==> src/rtl/alu_pkg.sv <==
// Shared ALU definitions: op encodings, condition codes and the condition evaluator.
package alu_pkg;

  localparam int unsigned OP_W   = 4;
  localparam int unsigned COND_W = 4;

  localparam logic [OP_W-1:0] ALU_OP_ADD = 4'd0;
  localparam logic [OP_W-1:0] ALU_OP_SUB = 4'd1;
  localparam logic [OP_W-1:0] ALU_OP_CMP = 4'd2;
  localparam logic [OP_W-1:0] ALU_OP_AND = 4'd3;
  localparam logic [OP_W-1:0] ALU_OP_OR  = 4'd4;
  localparam logic [OP_W-1:0] ALU_OP_XOR = 4'd5;
  localparam logic [OP_W-1:0] ALU_OP_SHR = 4'd14;
  localparam logic [OP_W-1:0] ALU_OP_SHL = 4'd15;

  localparam logic [COND_W-1:0] COND_EQ = 4'd0;
  localparam logic [COND_W-1:0] COND_NE = 4'd1;
  localparam logic [COND_W-1:0] COND_LT = 4'd2;
  localparam logic [COND_W-1:0] COND_GE = 4'd3;
  localparam logic [COND_W-1:0] COND_GT = 4'd4;
  localparam logic [COND_W-1:0] COND_LE = 4'd5;
  localparam logic [COND_W-1:0] COND_AL = 4'd14;

  // Unlisted codes never pass, so the beat is squashed.
  function automatic logic cond_pass(input logic [COND_W-1:0] cond,
                                     input logic z,
                                     input logic n);
    logic pass;
    pass = 1'b0;
    case (cond)
      COND_EQ: pass = z;
      COND_NE: pass = !z;
      COND_LT: pass = n;
      COND_GE: pass = !n;
      COND_GT: pass = !z && !n;
      COND_LE: pass = z || n;
      COND_AL: pass = 1'b1;
      default: pass = 1'b0;
    endcase
    return pass;
  endfunction

endpackage

==> src/rtl/skid_buffer2.sv <==
// Two-entry valid/ready skid register; in_ready_o is a flop so the upstream path is registered.
module skid_buffer2 #(
  parameter int unsigned WIDTH = 8
) (
  input  logic             clk_i,
  input  logic             rst_i,
  input  logic             in_valid_i,
  output logic             in_ready_o,
  input  logic [WIDTH-1:0] in_data_i,
  output logic             out_valid_o,
  input  logic             out_ready_i,
  output logic [WIDTH-1:0] out_data_o
);

  logic             main_vld_q, main_vld_d;
  logic [WIDTH-1:0] main_data_q, main_data_d;
  logic             skid_vld_q, skid_vld_d;
  logic [WIDTH-1:0] skid_data_q, skid_data_d;
  logic             rdy_q, rdy_d;
  logic             accept;
  logic             drain;

  assign accept = in_valid_i & rdy_q;
  assign drain  = main_vld_q & out_ready_i;

  // Main refills from skid first to keep FIFO order; otherwise a stalled accept parks in skid.
  always_comb begin
    main_vld_d  = main_vld_q;
    main_data_d = main_data_q;
    skid_vld_d  = skid_vld_q;
    skid_data_d = skid_data_q;
    if (!main_vld_q || drain) begin
      if (skid_vld_q) begin
        main_vld_d  = 1'b1;
        main_data_d = skid_data_q;
        skid_vld_d  = 1'b0;
      end else begin
        main_vld_d = accept;
        if (accept) begin
          main_data_d = in_data_i;
        end
      end
    end else if (accept) begin
      skid_vld_d  = 1'b1;
      skid_data_d = in_data_i;
    end
    rdy_d = !skid_vld_d;
  end

  always_ff @(posedge clk_i or posedge rst_i) begin
    if (rst_i) begin
      main_vld_q  <= 1'b0;
      main_data_q <= '0;
      skid_vld_q  <= 1'b0;
      skid_data_q <= '0;
      rdy_q       <= 1'b0;
    end else begin
      main_vld_q  <= main_vld_d;
      main_data_q <= main_data_d;
      skid_vld_q  <= skid_vld_d;
      skid_data_q <= skid_data_d;
      rdy_q       <= rdy_d;
    end
  end

  assign in_ready_o  = rdy_q;
  assign out_valid_o = main_vld_q;
  assign out_data_o  = main_data_q;

endmodule

==> src/rtl/alu_result_stage.sv <==
// Execute-to-writeback stage: Z/N flag register, condition evaluation and skid-buffered result.
// Optional ALU_FWD_EN adds fwd_valid/fwd_rd/fwd_data bypass outputs from the main register.
module alu_result_stage
  import alu_pkg::*;
#(
  parameter int unsigned DATA_W = 32,
  parameter int unsigned REG_AW = 4
) (
  input  logic              clock,
  input  logic              reset,
  input  logic              in_valid,
  output logic              in_ready,
  input  logic [DATA_W-1:0] in_result,
  input  logic [OP_W-1:0]   in_op,
  input  logic              in_zr,
  input  logic              in_neg,
  input  logic [COND_W-1:0] in_cond,
  input  logic [REG_AW-1:0] in_rd,
  input  logic              in_wr_en,
  output logic              out_valid,
  input  logic              out_ready,
  output logic [DATA_W-1:0] out_result,
  output logic [REG_AW-1:0] out_rd,
  output logic              out_we,
  output logic              flag_z,
  output logic              flag_n
`ifdef ALU_FWD_EN
  ,
  output logic              fwd_valid,
  output logic [REG_AW-1:0] fwd_rd,
  output logic [DATA_W-1:0] fwd_data
`endif
);

  localparam int unsigned PAY_W = DATA_W + REG_AW + 1;

  logic             flag_z_q, flag_z_d;
  logic             flag_n_q, flag_n_d;
  logic             accept;
  logic             is_cmp;
  logic             cond_ok;
  logic             beat_we;
  logic [PAY_W-1:0] pay_in;
  logic [PAY_W-1:0] pay_out;

  // Condition sees the flags as they stand before this beat; a CMP updates them only if it passes.
  always_comb begin
    flag_z_d = flag_z_q;
    flag_n_d = flag_n_q;
    accept   = in_valid & in_ready;
    is_cmp   = (in_op == ALU_OP_CMP);
    cond_ok  = cond_pass(in_cond, flag_z_q, flag_n_q);
    beat_we  = in_wr_en & cond_ok & !is_cmp;
    if (accept && is_cmp && cond_ok) begin
      flag_z_d = in_zr;
      flag_n_d = in_neg;
    end
  end

  always_ff @(posedge clock or posedge reset) begin
    if (reset) begin
      flag_z_q <= 1'b0;
      flag_n_q <= 1'b0;
    end else begin
      flag_z_q <= flag_z_d;
      flag_n_q <= flag_n_d;
    end
  end

  assign pay_in = {in_result, in_rd, beat_we};

  skid_buffer2 #(
    .WIDTH (PAY_W)
  ) u_skid (
    .clk_i       (clock),
    .rst_i       (reset),
    .in_valid_i  (in_valid),
    .in_ready_o  (in_ready),
    .in_data_i   (pay_in),
    .out_valid_o (out_valid),
    .out_ready_i (out_ready),
    .out_data_o  (pay_out)
  );

  assign out_result = pay_out[PAY_W-1 -: DATA_W];
  assign out_rd     = pay_out[REG_AW:1];
  assign out_we     = pay_out[0];
  assign flag_z     = flag_z_q;
  assign flag_n     = flag_n_q;

`ifdef ALU_FWD_EN
  // Bypass for the operand stage: only beats that will actually write are forwarded.
  assign fwd_valid = out_valid & out_we;
  assign fwd_rd    = out_rd;
  assign fwd_data  = out_result;
`endif

endmodule
==> config.mk <==
export PLATFORM = sky130hd
export DESIGN_NAME = alu_result_stage
export DESIGN_NICKNAME = d
export VERILOG_FILES = /design/src/rtl/alu_pkg.sv /design/src/rtl/skid_buffer2.sv /design/src/rtl/alu_result_stage.sv
export SDC_FILE = /design/constraint.sdc
export NUM_CORES = 1
export LEC_CHECK = 0
export ABC_AREA = 1
export CORE_MARGIN = 3
export CORE_UTILIZATION = 44
export DETAILED_ROUTE_END_ITERATION = 12
export HOLD_SLACK_MARGIN = 0.08
export PLACE_DENSITY = 0.76
export SYNTH_ARGS = -nofsm -noshare
export SYNTH_HDL_FRONTEND = slang
export SYNTH_SLANG_ARGS = --single-unit
export TNS_END_PERCENT = 100
==> constraint.sdc <==
create_clock -name clock -period 2.2 [get_ports clock]
set_input_delay 0.33 -clock clock [delete_from_list [all_inputs] [get_ports clock]]
set_output_delay 0.33 -clock clock [all_outputs]
set_load 0.02 [all_outputs]
After elaboration in Yosys (flattened, before gate mapping)
Index checks and enable logic that the tools add are counted.

Flip-flop bits (word level): 79. Bits of input ports: 51. Output and inout bits: 41. Word-level logic and storage cells: 39.

Equal/unequal tests: 7. Muxes and demuxes: 6. Bitwise operators: 5. Reduce and logical (&&, ||, !) cells: 14.

Operators by type and width (count): two-way mux 37 bit (2); == test 4 x 2 -> 1 bit (second input constant) (3); == test 4 x 3 -> 1 bit (second input constant) (2); case mux 1 bit (7 select lines) (1); logical NOT 1 bit (5); AND 1 bit (4); == test 4 x 1 -> 1 bit (second input constant) (1); == test 4 bit (second input constant) (1); logical NOT 4 bit (1); AND reduction 2 bit (2); logical AND 1 bit (3); two-way mux 1 bit (3); logical OR 1 bit (2); nonzero test 2 bit (1); inverter 1 bit (1).

Depth between registers and ports, before layout
Gate-level depths: netlist of the first run.

Depth after elaboration: 7. Depth in mapped cells: 10. Mapped depth without buffers: 10.

Cells and area by module
Synthesis of the first run repeated with hierarchy kept, for this count alone.

Cells, all modules: 485. Area, all modules: 3704.8 sq um.

Modules (own cells, without submodules): skid_buffer2 (instances 1, cells each 448, area each 3498.4 sq um, sequential area each 1926.8 sq um); alu_result_stage (instances 1, cells each 37, area each 206.4 sq um, sequential area each 50.0 sq um).

Worst setup path after synthesis of the first run
OpenSTA, ideal clock, no wires.

Path type: register to register. From: register u_skid.rdy_q (netlist: u_skid.in_ready_o). To: register u_skid.skid_data_q[10]. Arrival time: 1.278 ns. Path slack: 0.797 ns. Cell stages (with the launch flop): 7. Cell sequence: dfrtp_1 -> nand2_1 -> inv_2 -> nand2_2 -> buf_6 -> buf_6 -> mux2_4.

Longest elaborated chain between the ends: 2.

Ends and longest elaborated chain: start, declared (RTL line skid_buffer2.sv:19) `logic rdy_q, rdy_d;`; start signal, assigned (RTL line skid_buffer2.sv:62) `rdy_q <= rdy_d;`; AND 1 bit (RTL line skid_buffer2.sv:23) `assign accept = in_valid_i & rdy_q;`; AND reduction 2 bit (no source line); end signal, assigned (RTL line skid_buffer2.sv:61) `skid_data_q <= skid_data_d;`; end, declared (RTL line skid_buffer2.sv:18) `logic [WIDTH-1:0] skid_data_q, skid_data_d;`.

Every way passes these cells. A chain may end at the register's enable or synchronous reset.

Worst setup path in the final report of the first run
From: register flag_n_q (netlist: flag_n). To: output port flag_n.

RTL lines: start, declared (RTL line alu_result_stage.sv:38) `logic flag_n_q, flag_n_d;`; start signal, assigned (RTL line alu_result_stage.sv:66) `flag_n_q <= flag_n_d;`; end, declared (RTL line alu_result_stage.sv:26) `output logic flag_n`.

No word-level cell between the ends.

==> run metrics, run 1 <==
RSZ-0062 raised after global routing=no; fmax=573 MHz; Yosys reg bits=79; Ports=92; outcome=finished clean; DR iter-0 viols=114; later-pin clock latency in the skew report=0.34 ns; Hold-fix buffers, CTS=0; syn_nets=388; Tcrit/Tclk final=79.3%; first-pass GRT wire length=12300 um; postcts setup bufs=0; Site Rows=31; initial antenna violation count=0; crit path time final=1.74 ns; Die Area=9000 um2; CTS H-tree depth=3; Avg WL per Cell=14.0 um; DRT Pass-1 Iters=4; GRT Total Usage=17.6%; Detail Route Antenna Nets=0; top cells by count, synth=94 x nand2_1, 79 x dfrtp_1, 46 x nor2_1; Max IR drop VDD=0.000559 V; Synth Warn #=0; worst-path cell chain=clkdlybuf4s50_1; Mean Syn Cell Area=10.3 um2; CP Class=reg2out; post-synthesis sequential area ratio=56.9%; hold violation count in the final report=0; routed vias/inst=5.02; Worst Path Arrival=1.41 ns; Distinct cells, synth=19; Final WS setup=0.456 ns; Post-Syn Area=3480 um2; fin. max-slew vios=0; die width=94.9 um; critical path required time=1.87 ns; Reg clk slew, reported paths=0.08 ns; Lkg Pwr=2.12 nW; critical path peak fanout=6; number of flops mapped to enable cells by yosys=0; cell at the slowest stage of the critical path=clkdlybuf4s50_1; final setup violation count=0; Crit path max-delay family=buffers and inverters; cell taking the most area after synthesis=dfrtp_1; most instantiated library cell after synthesis=nand2_1; area of the core=7450 um2; largest net degree at the start of global routing=80; Cell Pwr Density=1090 nW/um2; ANT cells=0; relative slew slack=59.6%; ys flop type=dfrtp_1; total of max-cap violations=0; Area growth, synth to finish=35.3%; max incr delay on CP=0.64 ns; Initial Util=46.7%; Placement Setup Slack=0.363 ns; global route total overflow=0; CTS tree=built; TritonCTS buffer count=9; Startpoint Class=flip-flop; Critical path buffers and inverters=1; Yosys top cell area share=56.9%; detailed-route via count=2659; gpl congestion=0.802; Clk Tree Root Cell=clkbuf_8; setup TNS=0 ns; Longest Clk Path Bufs=2; DRC=0; Worst Tran Pin Value=0.600 ns; DRT Wirelength=7420 um; IO Port Bufs=91; vias in the first global route=2564; Max Clock Skew=0.00825 ns; Die Y-Extent=94.9 um; # resized after CTS=0; Mapped Cells=337; Synth async-reset ratio=100%; CTS Sinks=79; fin nets=477; layout cells sized above 1=15.3%; hpwl dp=4910 um; crit path capture type=output port; worst min-delay path category=in2async; Synth area leaders=dfrtp_1 57%, nand2_1 10%, mux2_4 7.8%
worst paths after layout:
| kind | endpoint | start | slack, ns | cells after the start |
|---|---|---|---|---|
| setup reg to reg | u_skid.out_data_o[19] | u_skid.out_valid_o | 0.79 | 8 |
| setup / recovery | flag_n | flag_n | 0.46 | 1 |
| hold / removal | u_skid.skid_data_q[32] | reset | 0.44 | 3 |
| hold reg to reg | u_skid.skid_data_q[35] | u_skid.skid_data_q[35] | 0.51 | 1 |
| max in group asynchronous | u_skid.skid_data_q[28] | reset | 1.44 | 3 |
| min in group clock | u_skid.skid_data_q[35] | u_skid.skid_data_q[35] | 0.51 | 1 |
layout make-up:
cell class	count	area, um2
well taps	99	124
multi-input cells	226	1310
flip-flops and latches	79	1980
repair buffers	97	993
inverters	13	55.1
fillers	618	2750
clock inverters	7	120
clock buffers	9	124
through the flow:
step / total power, mW / util, % / hold WS [ns] / cells / area, um2
5_1_grt: 5.42 / 63.1 / 0.487 / 530 / 4700
4_1_cts: 5.17 / 63.1 / 0.448 / 530 / 4700
3_3_place_gp: 3.81 / 59.9 / 0.475 / 514 / 4460
2_1_floorplan: 3.15 / - / 0.454 / 337 / 3480
6_report: 5.12 / 63.1 / 0.442 / 530 / 4700
3_5_place_dp: 3.86 / 59.9 / 0.493 / 514 / 4460
layer usage:
layer	part of all wire [%]	vias up	GRT usage [%]
met5	0	-	0
met4	2.0	0	7.45
met3	6.6	11	4.30
met2	48	72	27.4
met1	44	1280	23.5
li1	-	1296	-
logic make-up (layout without fill, tap and decap cells):
family                 after synthesis  count (layout)  synth area share (%)
AND/OR/NAND/NOR                    153             153                  17.4
multiplexers                        36              36                  13.6
flip-flops                          79              79                  56.9
AO/OA/AOI/OAI                       37              37                  6.62
buffers and inverters               32             126                  5.47
where the power goes:
| group | internal, mW | switching, mW |
|---|---|---|
| Sequential | 1.91 | 0.264 |
| Combinational | 0.880 | 0.774 |
| Clock | 0.758 | 0.534 |
| Total | 3.55 | 1.57 |
registers in the layout (all words and copies together), names as in the netlist:
name and cells:
u_skid.skid_vld_q 1, flag_z 1, u_skid.in_ready_o 1, u_skid.out_data_o 37
u_skid.out_valid_o 1, flag_n 1, u_skid.skid_data_q 37
layout by cell type (no fill, tap or decap), drive strengths merged:
cell type,Yosys,routed
clkinvlp,0,2
nand2,97,97
buf,15,6
nor2,47,47
nand4,3,3
mux2,36,36
bufinv,0,3
nand3,5,5
clkdlybuf4s50,0,91
dfrtp,79,79
o21ai,1,1
clkinv,0,2
a31oi,36,36
inv,13,13
clkbuf,4,9
nor4,1,1
No activity file was read; power rests on OpenSTA's default activity.
==> inputs of run 2 (changes only) <==
==> constraint.sdc (replaced) <==
create_clock -name clock -period 1.58 [get_ports clock]
set_input_delay 0.237 -clock clock [delete_from_list [all_inputs] [get_ports clock]]
set_output_delay 0.237 -clock clock [all_outputs]
set_load 0.02 [all_outputs]
==> run 2 against run 1 <==
Cell count up 1.3%. Core utilization up 1.5 points. Total power up 36%. Highest routed layer unchanged. Critical path depth unchanged. Non-clock buffer count up 7. Global-route usage up 0.40 points. Register-to-register slack worse by 0.53 ns. Largest power group unchanged.
==> run metrics, run 2 (synthesis gave the netlist of run 1 again) <==
CTS H-tree depth=3 (unchanged); Site Rows=31 (unchanged); Reg-to-Reg End=u_skid.skid_data_q[21]; largest net degree at the start of global routing=80 (unchanged); DRT Wirelength=7620 um (+2.7%); Crit path max-delay family=buffers and inverters; Clk Tree Root Cell=clkbuf_8; Detail Route Antenna Nets=0 (unchanged); Longest Clk Path Bufs=2 (unchanged); postcts setup bufs=0 (unchanged); fin. max-slew vios=0 (unchanged); Worst Path Arrival=1.31 ns (-0.10 ns); highest-count cells in the layout ignoring fill and taps=94 x nand2_1, 79 x dfrtp_1, 61 x clkdlybuf4s50_1; fin nets=484 (+1.5%); Tcrit/Tclk final=97.9%; CTS Sinks=79 (unchanged); worst-path cell chain=clkdlybuf4s50_1; outcome=finished clean; Area growth, synth to finish=38.6%; fillcell total=630 (+1.9%); ANT cells=0 (unchanged); Max IR drop VDD=0.000776 V (+39%); layout cells sized above 1=16.7% (+1.4 points); detailed-route via count=2683 (+0.90%); Final Util=64.7% (+1.5 points); area of the core=7450 um2 (unchanged); vias in the first global route=2617 (+2.1%); Reg clk slew, reported paths=0.08 ns (about the same); R2R setup slack=0.26 ns (-0.53 ns); R2R cell count=5 (-3); max incr delay on CP=0.61 ns (-0.03 ns); DRC=0 (unchanged); global route total overflow=0 (unchanged); hold violation count in the final report=0 (unchanged); FF-to-FF Start=u_skid.in_ready_o; CP Class=reg2out; DR iter-0 viols=91 (-20%); Die Area=9000 um2 (unchanged); Die Y-Extent=94.9 um (unchanged); Cell Pwr Density=1450 nW/um2 (+33%); crit path time final=1.55 ns; gpl congestion=0.791 (-1.4%); fin area=4820 um2 (+2.4%); RSZ-0062 raised after global routing=no; TritonCTS buffer count=9 (unchanged); Max Clock Skew=0.00619 ns (-0.00206 ns); first-pass GRT wire length=12600 um (+2.9%); critical path peak fanout=2 (-4); crit path capture type=output port; CTS tree=built; Ports=92 (unchanged); Avg WL per Cell=14.2 um (+1.4%); Worst Tran Pin Value=0.414 ns (-0.187 ns); routed vias/inst=5.00 (-0.41%); Critical path buffers and inverters=1 (unchanged); hpwl dp=5220 um (+6.3%); dpl cell area=4560 um2 (+2.3%); DRT Pass-1 Iters=4 (unchanged); cell at the slowest stage of the critical path=clkdlybuf4s50_1; critical path required time=1.34 ns (-0.53 ns); worst min-delay path category=in2async; IO Port Bufs=91 (unchanged); Lkg Pwr=2.32 nW (+9.7%); total of max-cap violations=0 (unchanged); GRT Total Usage=18.0% (+0.40 points); fmax=646 MHz; initial antenna violation count=0 (unchanged); Startpoint Class=flip-flop; commonest non-fill, non-tap cell in the layout=nand2_1; Initial Util=46.7% (unchanged); final setup violation count=0 (unchanged); die width=94.9 um (unchanged); relative slew slack=72.4% (+13 points); later-pin clock latency in the skew report=0.34 ns (about the same)
[run 2: timing repair]
action                                  in CTS  in global routing
resized for setup                           11                 19
endpoints found under the hold margin        0                  0
pin swaps                                    0                  0
hold buffers                                 0                  0
endpoints found under the setup margin      11                 19
[run 2: worst max path at each step]
stage,start,endpoint,slack (ns),cells after the start
3_5_place_dp,in_cond[0],flag_n,-0.04,10
3_3_place_gp,in_valid,u_skid.skid_data_q[21],0.006,6
2_1_floorplan,u_skid.in_ready_o,u_skid.skid_data_q[10],0.18,6
6_report,u_skid.out_data_o[16],out_result[11],0.03,1
5_1_grt,u_skid.out_data_o[22],out_result[17],0.0002,1
4_1_cts,u_skid.out_data_o[30],out_result[25],0.00007,1
[run 2: layout make-up]
cell class / instances / area [um2] / area share, %
clock buffers: 10 / 138 / 2.86
clock inverters: 6 / 83.8 / 1.74
inverters: 13 / 55.1 / 1.14
multi-input cells: 226 / 1310 / 27.2
flip-flops and latches: 79 / 1980 / 41.0
well taps: 99 / 124 / 2.57
repair buffers: 104 / 1130 / 23.5
[run 2: stage by stage]
| stage | instances | hold slack [ns] | setup WS, ns | setup TNS [ns] | power, mW |
|---|---|---|---|---|---|
| 2_1_floorplan | 337 | 0.363 | 0.177 | 0 | 4.39 |
| 3_3_place_gp | 521 | 0.472 | 0.00574 | 0 | 5.37 |
| 3_5_place_dp | 521 | 0.468 | -0.0409 | -0.327 | 5.47 |
| 4_1_cts | 537 | 0.358 | 0.0000743 | 0 | 7.07 |
| 5_1_grt | 537 | 0.380 | 0.000219 | 0 | 7.37 |
| 6_report | 537 | 0.338 | 0.0324 | 0 | 6.97 |
[run 2: power by group]
part | internal (mW) | switching, mW | total, mW
registers | 2.66 | 0.364 | 3.03
clock network | 0.927 | 0.720 | 1.65
logic | 1.20 | 1.09 | 2.29
total | 4.80 | 2.17 | 6.97
[run 2: layer usage]
metal	vias up	GRT usage (%)	part of all wire [%]
li1	1309	-	-
met1	1286	23.1	43
met3	10	3.67	5.6
met2	78	29.6	50
met4	0	7.81	1.4
met5	-	0	0
==> inputs of run 3 (changes only) <==
--- a/config.mk
+++ b/config.mk
@@ -14,4 +14,4 @@
 export SYNTH_ARGS = -nofsm -noshare
 export SYNTH_HDL_FRONTEND = slang
 export SYNTH_SLANG_ARGS = --single-unit
-export TNS_END_PERCENT = 100
+export TNS_END_PERCENT = 10
==> results of run 3 <==
The final DEF is identical to that of run 2; final timing and power are the same.
